## config.mk

```make
export PLATFORM = sky130hd
export DESIGN_NAME = hazard_stall_unit
export DESIGN_NICKNAME = d
export VERILOG_FILES = /design/src/rtl/hazard_stall_unit_pkg.sv /design/src/rtl/hazard_stall_unit_sram_wait_fsm.sv /design/src/rtl/hazard_stall_unit.sv
export SDC_FILE = /design/constraint.sdc
export NUM_CORES = 1
export LEC_CHECK = 0
export BUFFER_PORTS_ARGS = -buffer_cell sky130_fd_sc_hd__buf_2
export CAP_MARGIN = 20
export CORE_MARGIN = 4
export CORE_UTILIZATION = 45
export CTS_BUF_LIST = sky130_fd_sc_hd__clkbuf_16
export CTS_CLUSTER_SIZE = 14
export DETAILED_ROUTE_END_ITERATION = 8
export PLACE_DENSITY = 0.72
export SYNTH_ARGS = -nofsm -noshare
export SYNTH_HDL_FRONTEND = slang
export SYNTH_SLANG_ARGS = --single-unit
```

## constraint.sdc

```tcl
create_clock -name clk -period 2.6 [get_ports clk]
set_input_delay 0.26 -clock clk [delete_from_list [all_inputs] [get_ports clk]]
set_output_delay 0.26 -clock clk [all_outputs]
set_load 0.01 [all_outputs]
```

## src/rtl/hazard_stall_unit_pkg.sv

```systemverilog
// rtl/hazard_stall_unit_pkg.sv - shared widths, SRAM-wait FSM encoding and match helper
package hazard_stall_unit_pkg;

  localparam int REG_W  = 4;
  localparam int CTRL_W = 9;

  typedef enum logic [1:0] {
    ST_IDLE = 2'd0,
    ST_WAIT = 2'd1,
    ST_DONE = 2'd2
  } wait_state_t;

  function automatic logic reg_match(
    input logic [REG_W-1:0] a,
    input logic [REG_W-1:0] b,
    input logic             en
  );
    return en && (a == b);
  endfunction

endpackage

```

## src/rtl/hazard_stall_unit_sram_wait_fsm.sv

```systemverilog
// rtl/hazard_stall_unit_sram_wait_fsm.sv - SRAM access freeze sequencer
module sram_wait_fsm
  import hazard_stall_unit_pkg::*;
#(
  parameter int WAIT_CYCLES = 5
) (
  input  logic clk,
  input  logic rst,
  input  logic mem_req,
  output logic freeze_all,
  output logic mem_done
);

  localparam logic [3:0] LP_WAIT_LOAD = 4'(WAIT_CYCLES - 1);

  wait_state_t r_state;
  wait_state_t w_state_nxt;
  logic [3:0]  r_wcnt;
  logic [3:0]  w_wcnt_nxt;

  always_ff @(posedge clk or negedge rst) begin
    if (!rst) begin
      r_state <= ST_IDLE;
      r_wcnt  <= 4'd0;
    end else begin
      r_state <= w_state_nxt;
      r_wcnt  <= w_wcnt_nxt;
    end
  end

  // The request cycle is itself frozen, so WAIT covers WAIT_CYCLES-1 cycles.
  always_comb begin
    w_state_nxt = r_state;
    w_wcnt_nxt  = r_wcnt;
    case (r_state)
      ST_IDLE: begin
        if (mem_req) begin
          w_wcnt_nxt  = LP_WAIT_LOAD;
          w_state_nxt = (WAIT_CYCLES > 1) ? ST_WAIT : ST_DONE;
        end
      end
      ST_WAIT: begin
        if (r_wcnt > 4'd1) begin
          w_wcnt_nxt = r_wcnt - 4'd1;
        end else begin
          w_wcnt_nxt  = 4'd0;
          w_state_nxt = ST_DONE;
        end
      end
      ST_DONE: begin
        w_state_nxt = ST_IDLE;
      end
      default: begin
        w_state_nxt = ST_IDLE;
        w_wcnt_nxt  = 4'd0;
      end
    endcase
  end

  always_comb begin
    freeze_all = 1'b0;
    mem_done   = 1'b0;
    case (r_state)
      ST_IDLE: freeze_all = mem_req;
      ST_WAIT: freeze_all = 1'b1;
      ST_DONE: mem_done   = 1'b1;
      default: begin
        freeze_all = 1'b0;
        mem_done   = 1'b0;
      end
    endcase
  end

endmodule

```

## src/rtl/hazard_stall_unit.sv

```systemverilog
// rtl/hazard_stall_unit.sv - ID-stage bubble select, pipeline freezes and stall counter
module hazard_stall_unit
  import hazard_stall_unit_pkg::*;
#(
  parameter int WAIT_CYCLES = 5,
  parameter int CNT_W       = 16
) (
  input  logic             clk,
  input  logic             rst,
  input  logic [REG_W-1:0] src1,
  input  logic [REG_W-1:0] src2,
  input  logic             two_src,
  input  logic             exe_wb_en,
  input  logic             mem_wb_en,
  input  logic [REG_W-1:0] exe_dest,
  input  logic [REG_W-1:0] mem_dest,
  input  logic             exe_mem_r_en,
  input  logic             forward_en,
  input  logic             mem_req,
  input  logic             cnt_clr,
  output logic             ctrl_sel,
  output logic             freeze_fd,
  output logic             freeze_all,
  output logic             mem_done,
  output logic [CNT_W-1:0] stall_cnt
);

  logic w_m1, w_m2, w_n1, w_n2;
  logic w_hz;
  logic w_freeze_all;
  logic w_freeze_fd;
  logic [CNT_W-1:0] r_stall_cnt;

  assign w_m1 = reg_match(src1, exe_dest, exe_wb_en);
  assign w_m2 = reg_match(src2, exe_dest, exe_wb_en & two_src);
  assign w_n1 = reg_match(src1, mem_dest, mem_wb_en);
  assign w_n2 = reg_match(src2, mem_dest, mem_wb_en & two_src);

  // With forwarding only a load in EXE cannot be bypassed in time.
  assign w_hz = forward_en ? ((w_m1 | w_m2) & exe_mem_r_en)
                           : (w_m1 | w_m2 | w_n1 | w_n2);

  sram_wait_fsm #(
    .WAIT_CYCLES(WAIT_CYCLES)
  ) u_sram_wait_fsm (
    .clk       (clk),
    .rst       (rst),
    .mem_req   (mem_req),
    .freeze_all(w_freeze_all),
    .mem_done  (mem_done)
  );

  // No bubble while everything is held; the hazard is re-evaluated after release.
  assign w_freeze_fd = w_hz | w_freeze_all;
  assign ctrl_sel    = w_hz & ~w_freeze_all;
  assign freeze_fd   = w_freeze_fd;
  assign freeze_all  = w_freeze_all;

  always_ff @(posedge clk or negedge rst) begin
    if (!rst) begin
      r_stall_cnt <= '0;
    end else if (cnt_clr) begin
      r_stall_cnt <= '0;
    end else if (w_freeze_fd && !(&r_stall_cnt)) begin
      r_stall_cnt <= r_stall_cnt + 1'b1;
    end
  end

  assign stall_cnt = r_stall_cnt;

endmodule
```

## After elaboration in Yosys (flattened, before gate mapping)

Cells that the tools add are included.

- Add/sub/neg operators: 2
- $lt $le $gt $ge: 1
- Eq/ne operators: 8
- Multiplexer cells: 11
- Bitwise gates (word level): 10
- Reductions and logical operators: 11

Operators by type and width:

| cell | count |
|---|---|
| 2-to-1 mux 16 bit | 2 |
| adder 16 x 1 -> 16 bit (second input constant) | 1 |
| == test 4 bit | 4 |
| AND reduction 16 bit | 1 |
| one-hot mux 4 bit (3 select lines) | 1 |
| 2-to-1 mux 4 bit | 2 |
| logical AND 1 bit | 5 |
| bitwise AND 1 bit | 4 |
| greater-than comparator 4 x 1 -> 1 bit (second input constant) | 1 |
| 2-to-1 mux 2 bit | 2 |
| inequality test 2 bit (second input constant) | 2 |
| bitwise OR 1 bit | 4 |
| one-hot mux 2 bit (2 select lines) | 1 |
| AND reduction 2 bit | 2 |
| subtractor 4 x 1 -> 4 bit (second input constant) | 1 |
| == test 2 x 1 -> 1 bit (second input constant) | 1 |
| == test 2 bit (second input constant) | 1 |
| zero test 2 bit | 1 |
| 2-to-1 mux 1 bit | 2 |
| NOT 1 bit | 2 |
| one-hot mux 1 bit (2 select lines) | 1 |
| nonzero test 2 bit | 1 |
| zero test 1 bit | 1 |

- Flip-flop bits (word level): 22
- Output and inout bits: 20
- Logic and storage cells: 46

## Longest topological paths before layout

Gate-level depths: netlist of the first run.

- Depth in word-level cells: 10
- Gate-level depth with buffers: 8

## Modules after synthesis

Synthesis of the first run repeated with hierarchy kept, for this count alone.

- Cells, all modules: 163
- Area total of the unflattened synthesis: 1466.4 um^2

By module, submodules not included:

| module | times used | cells an instance | area an instance (um^2) | sequential area each (um^2) |
|---|---|---|---|---|
| hazard_stall_unit | 1 | 131 | 1146.1 | 400.4 |
| sram_wait_fsm | 1 | 32 | 320.3 | 150.1 |

## Worst setup path before layout of the first run

No wires, ideal clock.

- Kind: input-to-reg
- Start: input port src2[1]
- End: register r_stall_cnt[14], in the netlist stall_cnt[14]
- Library setup time: 78 ps
- Arrival: 1859 ps
- Required time: 2522 ps
- Slack: 663 ps
- Stages: 6
- Path through: xor2_1 > or4_1 > nor4bb_1 > buf_6 > or4_1 > a21oi_1

- Longest elaborated chain between the ends: 9

RTL lines:

| what | RTL line | source |
|---|---|---|
| start, declared | hazard_stall_unit.sv:11 | `input logic [REG_W-1:0] src2,` |
| == test 4 bit | hazard_stall_unit_pkg.sv:18 | `return en && (a == b);` |
| logical AND 1 bit | hazard_stall_unit_pkg.sv:18 |  |
| bitwise OR 1 bit | hazard_stall_unit.sv:40, hazard_stall_unit.sv:41 |  |
| bitwise OR 1 bit (2 in series) | hazard_stall_unit.sv:41 | `: (w_m1 \| w_m2 \| w_n1 \| w_n2);` |
| 2-to-1 mux 1 bit * | hazard_stall_unit.sv:40 | `assign w_hz = forward_en ? ((w_m1 \| w_m2) & exe_mem_r_en)` |
| bitwise OR 1 bit * | hazard_stall_unit.sv:54 | `assign w_freeze_fd = w_hz \| w_freeze_all;` |
| logical AND 1 bit * | hazard_stall_unit.sv:64 | `end else if (w_freeze_fd && !(&r_stall_cnt)) begin` |
| nonzero test 2 bit (no line) * | -- |  |
| end signal, assigned | hazard_stall_unit.sv:65 | `r_stall_cnt <= r_stall_cnt + 1'b1;` |
| end, declared | hazard_stall_unit.sv:32 | `logic [CNT_W-1:0] r_stall_cnt;` |

Every way passes the cells marked *; elsewhere a longest branch is shown, timed or not.
A chain may end at the register's enable or synchronous reset.

## Worst setup path in the final report of the first run

- Start: input port src2[2]
- End: register r_stall_cnt[14], in the netlist stall_cnt[14]

Same word-level chain as after synthesis.

==> results of run 1 <==
sequential cells by signal, indices dropped and copies added (netlist names):
register,count
u_sram_wait_fsm.r_wcnt,4
stall_cnt,16
u_sram_wait_fsm.r_state,2
stage by stage:
step | std cells | hold WS [ns] | power [mW] | util
2_1_floorplan | 164 | -0.03559 | 0.7229 | -
3_3_place_gp | 234 | 0.2405 | 0.8198 | 0.5754
3_5_place_dp | 234 | 0.2462 | 0.8526 | 0.5754
4_1_cts | 239 | 0.3923 | 1.289 | 0.6158
5_1_grt | 240 | 0.4029 | 1.382 | 0.6197
6_report | 240 | 0.3963 | 1.299 | 0.6197
layout make-up:
class,instances,area share
multi-input combinational,131,0.4558
timing repair buffer,47,0.1408
clock inverter,1,0.01699
clock buffer,3,0.04246
tap,31,0.02194
inverter,5,0.01062
sequential,22,0.3114
power breakdown:
group	internal [mW]	switching, mW	total (mW)
Sequential	0.397	0.0668	0.463
Clock	0.306	0.125	0.430
Combinational	0.177	0.228	0.405
Total	0.879	0.420	1.30
worst max path at each step:
stage                                to
after floorplan           stall_cnt[14]
after global placement     stall_cnt[0]
after detailed placement   stall_cnt[0]
after CTS                     freeze_fd
after global routing      stall_cnt[11]
final                     stall_cnt[14]
placed cells by master, fill, tap and decap left out, types with 4 or more instances in the layout:
| cell | instances |
|---|---|
| a21oi_1 | 15 |
| buf_2 | 44 |
| dfrtp_1 | 22 |
| inv_1 | 5 |
| nand2_1 | 13 |
| nand4_1 | 13 |
| nor2_1 | 11 |
| nor2b_1 | 4 |
| nor3_1 | 6 |
| o21ai_0 | 17 |
| or3_1 | 13 |
| xnor2_1 | 11 |
| xor2_1 | 6 |
per-layer routing:
| metal | wire length, um | track usage |
|---|---|---|
| met3 | 241 | 0.03020 |
| met4 | 61 | 0.07817 |
| met1 | 1359 | 0.1987 |
| met5 | 0 | 0 |
| met2 | 1633 | 0.3142 |
cells in the mapped netlist, drive strengths merged:
| master | count |
|---|---|
| a21oi | 15 |
| and2 | 1 |
| and3 | 3 |
| buf | 2 |
| clkbuf | 4 |
| dfrtp | 22 |
| ha | 3 |
| inv | 5 |
| mux2 | 1 |
| mux2i | 1 |
| nand2 | 13 |
| nand2b | 2 |
| nand3 | 3 |
| nand4 | 13 |
| nor2 | 11 |
| nor2b | 4 |
| nor3 | 6 |
| nor4bb | 1 |
| o2111ai | 1 |
| o21ai | 17 |
| o22ai | 2 |
| o31ai | 1 |
| or3 | 13 |
| or3b | 1 |
| or4 | 2 |
| xnor2 | 11 |
| xor2 | 6 |
worst max-delay path: cells and delay by family:
kind | cells | cell delay (ns)
XOR/XNOR | 1 | 0.16
buffers and inverters | 2 | 0.31
AO/OA/AOI/OAI | 1 | 0.16
AND/OR/NAND/NOR | 4 | 1.24
cells by family after synthesis:
kind of cell	after synthesis	share of synthesized area
adders and majority gates	3	0.02701
and+or+nand+nor	73	0.2835
buffers and inverters	11	0.03510
muxes	2	0.01530
xor gates and xnor gates	17	0.1071
AOI/OAI and AO/OA	36	0.1359
DFF	22	0.3960
repair_timing:
item,4_1_cts,5_1_grt
resized for setup,0,0
setup buffers,0,0
hold buffers,1,0
endpoints found under the hold margin,22,0
==> impl_results.md, run 1 <==
* Reg2reg path depth at 8
* Post-route clock skew at roughly 0.0038 ns
* Synth area leader: dfrtp_1
* Relative slew slack at 0.6826
* R2R setup slack at about 0.69 ns
* Core footprint at ~2900 um^2
* Post-layout minimum cycle time at between 1.5 and 2 ns
* Antenna violations before repair at 0
* H-Tree Depth at 1
* Max clock buf depth at 2
* Worst Tran Pin Value at about 0.48 ns
* Die height at between 60 and 70 um
* Footprint of the multi-input gates at about 800 um^2
* Hold Path Depth at 2
* RR Endpoint: stall_cnt[11]
* CTS Root Cell: clkbuf_16
* Cell area after layout at ~1800 um^2
* First DRT Iteration DRCs at 111
* RSZ-0062 raised after global routing: false
* Clock latency at the later pin of the worst-skew pair at roughly 0.26 ns
* Routed Antenna Nets at 0
* Fill cells at 248
* Max-cap violations at 0
* Standard-cell rows at 19
* Largest fanout on the critical path at 30
* Layout cells sized above 1 at 0.2536
* Worst-path clk slew at about 0.060 ns
* Synth top area share at 0.3960
* Drt wl/cell at between 10 and 15 um
* R2R Path Start: stall_cnt[0]
* Number of diodes at 0
* Initial Utilization at 0.4873
* Gpl congestion at approximately 0.81
* Crit path DAT at between 2 and 2.5 ns
* Slowest-stage cell, CP: or4_1
* Largest net degree at the start of global routing at 31
* Fmax achieved at between 500 and 600 MHz
* Synth area leaders: dfrtp_1, xnor2_1, o21ai_0
* # IOs at between 40 and 50
* Worst Hold Class: input port to flop
* Critical path data required time at about 2.8 ns
* # nets final at between 200 and 250
* Fin Setup TNS at 0 ns
* Die X at around 64 um
* Via count at between 1k and 1.5k
* Seq. cell area at 550.5 um^2
* Total GRT Usage at 0.1743
* Remaining DRCs at 0
* Slew Limit Fails at 0
* Critical path's most frequent cell: or4_1
* Lkg Pwr at approximately 0.80 nW
* Hold Violations, Final at 0
* Yosys Warn Count at 0
* Post-DP HPWL at about 2600 um
* Final Setup Violations at 0
* Vias in the first global route at around 1.3k
* GR Overflow Total at 0
* Seq cells post-synth at 22
* Routed vias/inst at around 5.8
* DP Area at roughly 1600 um^2
* TritonCTS clock tree: built
* Hold Path Sink: stall_cnt[15]
* CP startpoint kind: input port
* Power per standard cell area at roughly 730 nW/um^2
* Final worst setup slack at approximately 0.66 ns
* Fin crit share at 0.7448
* Crit path cell chain: buf_2 > xnor2_1 > nand4_1 > or4_1 > nor4bb_4 > buf_6 > or4_1 > a21oi_1
* Post-synth net total at around 190
* Layout Area Growth over Synthesis at 27.18%
* First-pass GRT wire length at about 5700 um
* Post-Route WL at roughly 3300 um
* Hold Path Origin: cnt_clr
* Clock sinks at 22
* Post-synthesis sequential area ratio at 0.3960
* Mean Syn Cell Area at around 8.5 um^2
* Status: finished, final reports clean
* Unique cell type count in the Yosys netlist at 28
* Area of the mapped netlist at between 1000 and 1500 um^2
* Post-Place Worst Slack at ~0.22 ns
* Cell count after synthesis at between 150 and 200
* Setup crit end kind: flop
* Setup Crit Path Kind: input port to flop
* Drt first pass iters at 4
* Die area at a little over 4000 um^2
* Setup crit start: src2[2]
* CTS Buf Count at 3
* Slowest stage delay, CP at 0.51 ns
* PortBufs at 44
* Peak supply drop at between 0.4 and 0.5 mV
(Power assumes the default switching activity.)
==> run 2: changes to the inputs <==
ABC_AREA = 1   (was unset)
PLACE_DENSITY = 0.73   (was 0.72)
clock period = 1.6 ns   (was 2.6 ns; I/O delays follow)
==> run 2 against run 1 <==
Effect of this change:
- the flow now finishes with violations (negative setup slack)
- utilization grew 2.3 points
- critical path depth grew 1
- sequential cell count is the same
- first-iteration DRC count grew 43%
- combinational power grew 130%
- clock power grew 22%
- die area grew 19%
- clock skew grew 0.0015 ns
- total power grew 67%
- critical endpoint is now stall_cnt[9]
==> impl_results.md, run 2 <==
* Max clock buf depth at 2 (unchanged)
* CP startpoint kind: flop (was input port)
* Reg2reg path depth at 9 (was 8)
* WP buf/inv at 2 (unchanged)
* Lkg Pwr at 1.341 nW (was 0.8022 nW)
* Post-synth net total at 271 (was 192)
* Final Util at 0.6425 (was 0.6197)
* Clock latency at the later pin of the worst-skew pair at 0.25 ns (was 0.26 ns)
* Standard-cell rows at 21 (was 19)
* Post-Route WL at 4045 um (was 3295 um)
* CTS Root Cell: clkbuf_16 (unchanged)
* Synth top area share at 0.3264 (was 0.3960)
* CTS Buf Count at 3 (unchanged)
* Count leader, synth: nand2_1 (was dfrtp_1)
* Max reg flops at 16 (unchanged)
* Drt first pass iters at 4 (unchanged)
* Final non-filler cell total at 353 (was 240)
* Die X at 69.22 um (was 63.58 um)
* Largest fanout on the critical path at 7 (was 30)
* Critical Path Stages at 9 (was 8)
* Footprint of the multi-input gates at 996.0 um^2 (was 805.8 um^2)
* Unique cell type count in the Yosys netlist at 24 (was 28)
* Gpl congestion at 0.8597 (was 0.8080)
* Post-synthesis sequential area ratio at 0.3264 (was 0.3960)
* Routed Antenna Nets at 0 (unchanged)
* Slowest stage delay, CP at 0.38 ns (was 0.51 ns)
* Power per standard cell area at 973.7 nW/um^2 (was 734.8 nW/um^2)
* First-pass GRT wire length at 6893 um (was 5664 um)
* First DRT Iteration DRCs at 159 (was 111)
* Crit path DAT at 1.78 ns (was 2.12 ns)
* # nets final at 336 (was 238)
* Hold Worst Slack at 0.2425 ns (was 0.3963 ns)
* Via count at 1,722 (was 1,388)
* Slew Limit Fails at 0 (unchanged)
* Seq cells post-synth at 22 (unchanged)
* Commonest non-fill, non-tap cell in the layout: nand2_1 (was buf_2)
* Slowest-stage cell, CP: dfrtp_1 (was or4_1)
* Fin crit share at 1.022
* Post-DP HPWL at 3032 um (was 2559 um)
* Area of the mapped netlist at 1687 um^2 (was 1390 um^2)
* Layout Area Growth over Synthesis at 32.12% (was 27.18%)
* # IOs at 45 (unchanged)
* Core footprint at 3468 um^2 (was 2853 um^2)
* Remaining DRCs at 0 (unchanged)
* Mean Syn Cell Area at 6.941 um^2 (was 8.476 um^2)
* Synth area leader: dfrtp_1 (unchanged)
* Worst Hold Class: input port to flop (unchanged)
* Worst-path clk slew at 0.06 ns (about the same)
* Setup Crit Path Kind: flop to flop (was input port to flop)
* Most frequent cells in the layout: nand2_1, buf_2, inv_1 (was buf_2, dfrtp_1, o21ai_0)
* Relative slew slack at 0.6674 (was 0.6826)
* Yosys Warn Count at 0 (unchanged)
* Setup crit end kind: flop (unchanged)
* Die height at 69.22 um (was 63.58 um)
* Total GRT Usage at 0.1678 (was 0.1743)
* Antenna violations before repair at 0 (unchanged)
* Drt wl/cell at 11.46 um (was 13.73 um)
* Critical path data required time at 1.74 ns (was 2.78 ns)
* GR Overflow Total at 0 (unchanged)
* PortBufs at 44 (unchanged)
* Failing checks: negative setup slack
* Async S/R FF share, synth at 1.000 (unchanged)
* Family with the most delay on the worst path: simple AND/OR/NAND/NOR gates (unchanged)
* Final worst setup slack at -0.03459 ns (was 0.6635 ns)
* Hold Violations, Final at 0 (unchanged)
* Fmax achieved at a little over 600 MHz
* Status: finished, violations left (was finished, final reports clean)
* Max-cap violations at 0 (unchanged)
* Final Total Pwr at 2.170 mW (was 1.299 mW)
* H-Tree Depth at 1 (unchanged)
* Routed vias/inst at 4.878 (was 5.783)
* Crit path cell chain: ha_4 > nand3_4 > inv_4 > nand3_4 > nor3_4 > nand4_4 > buf_6 > nand4_1 > nand2_1 (was buf_2 > xnor2_1 > nand4_1 > or4_1 > nor4bb_4 > buf_6 > or4_1 > a21oi_1)
* Critical path's most frequent cell: nand3_4 (was or4_1)
* Post-layout minimum cycle time at 1.635 ns
* Hold Path Depth at 5 (was 2)
* Fill cells at 339 (was 248)
* Clock sinks at 22 (unchanged)
* Cell count after synthesis at 243 (was 164)
* Number of diodes at 0 (unchanged)
* Most instantiated cells after synthesis: nand2_1, inv_1, nor2_1 (was dfrtp_1, o21ai_0, a21oi_1)
* Peak supply drop at 0.4375 mV (was 0.4508 mV)
* Main flop type after synthesis: dfrtp_1 (unchanged)
* RSZ-0062 raised after global routing: true (was false)
* Post-Place Worst Slack at -0.03251 ns (was 0.2204 ns)
* Layout cells sized above 1 at 0.2573 (was 0.2536)
* Final Setup Violations at 10 (was 0)
* Worst Tran Pin Value at 0.4989 ns (was 0.4761 ns)
* Vias in the first global route at 1,567 (was 1,341)
* Synth area leaders: dfrtp_1, nand2_1, xor2_1 (was dfrtp_1, xnor2_1, o21ai_0)
* Seq. cell area at 551.8 um^2 (was 550.5 um^2)
* Largest net degree at the start of global routing at 33 (was 31)
* EDFF count, synth at 0 (unchanged)
* TritonCTS clock tree: built (unchanged)
* Die area at 4791 um^2 (was 4042 um^2)
* Initial Utilization at 0.4863 (was 0.4873)
* Post-route clock skew at 0.005303 ns (was 0.003767 ns)
* DP Cell Count at 340 (was 234)
## run 2: path summary, 6_finish.rpt
check,start,to,slack (ns)
max,stall_cnt[1],stall_cnt[9],-0.03
min,mem_req,u_sram_wait_fsm.r_state[0],0.24
max reg2reg,stall_cnt[1],stall_cnt[9],-0.03
min reg2reg,u_sram_wait_fsm.r_state[1],u_sram_wait_fsm.r_state[1],0.48
max in group asynchronous,rst,stall_cnt[0],0.83
min in group asynchronous,rst,stall_cnt[2],0.41
## run 2: area by class of cell
| cell class | instances | share of cell area |
|---|---|---|
| multi-input cells | 176 | 0.4469 |
| flip-flops and latches | 22 | 0.2476 |
| repair buffers | 66 | 0.1774 |
| inverters | 39 | 0.06682 |
| clock buffers | 3 | 0.03369 |
| well taps | 46 | 0.02583 |
| clock inverters | 1 | 0.001684 |
## run 2: power breakdown
group | switching, mW | internal, mW | leakage, nW
clock network | 0.191 | 0.333 | 0.0385
logic | 0.546 | 0.374 | 1.01
registers | 0.0734 | 0.651 | 0.296
total | 0.811 | 1.36 | 1.34
## run 2: kinds of logic after synthesis
| kind of cell | share of synthesized area |
|---|---|
| compound gates | 0.03487 |
| xor+xnor | 0.1194 |
| fa+ha+maj | 0.02226 |
| buf+inv | 0.1061 |
| flops | 0.3264 |
| simple gates | 0.3910 |
## run 2: layer usage
layer | GRT usage | wire length [um]
met3 | 0.01739 | 181
met1 | 0.2396 | 1962
met4 | 0.04772 | 33
met2 | 0.2680 | 1868
met5 | 0 | 0
## run 2: metrics by stage
| stage | cell area, um^2 | setup TNS, ns |
|---|---|---|
| 2_1_floorplan | 1697 | -0.6184 |
| 3_3_place_gp | 2033 | 0 |
| 3_5_place_dp | 2033 | -0.2220 |
| 4_1_cts | 2145 | -0.008447 |
| 5_1_grt | 2228 | -1.831 |
| 6_report | 2228 | -0.1758 |
## run 2: worst min-delay path: stages
cell and delay [ns]:
buf_2 0.09, inv_1 0.04, nor2_1 0.06, nand2_1 0.06, nand2_1 0.04
## run 2: what timing repair did
| item | 4_1_cts | 5_1_grt |
|---|---|---|
| pin swaps | 0 | 22 |
| hold endpoints to repair | 22 | 0 |
| buffers inserted | 2 | 6 |
| endpoints found under the setup margin | 14 | 18 |
| gates resized for setup | 2 | 7 |
| hold buffers | 1 | 0 |
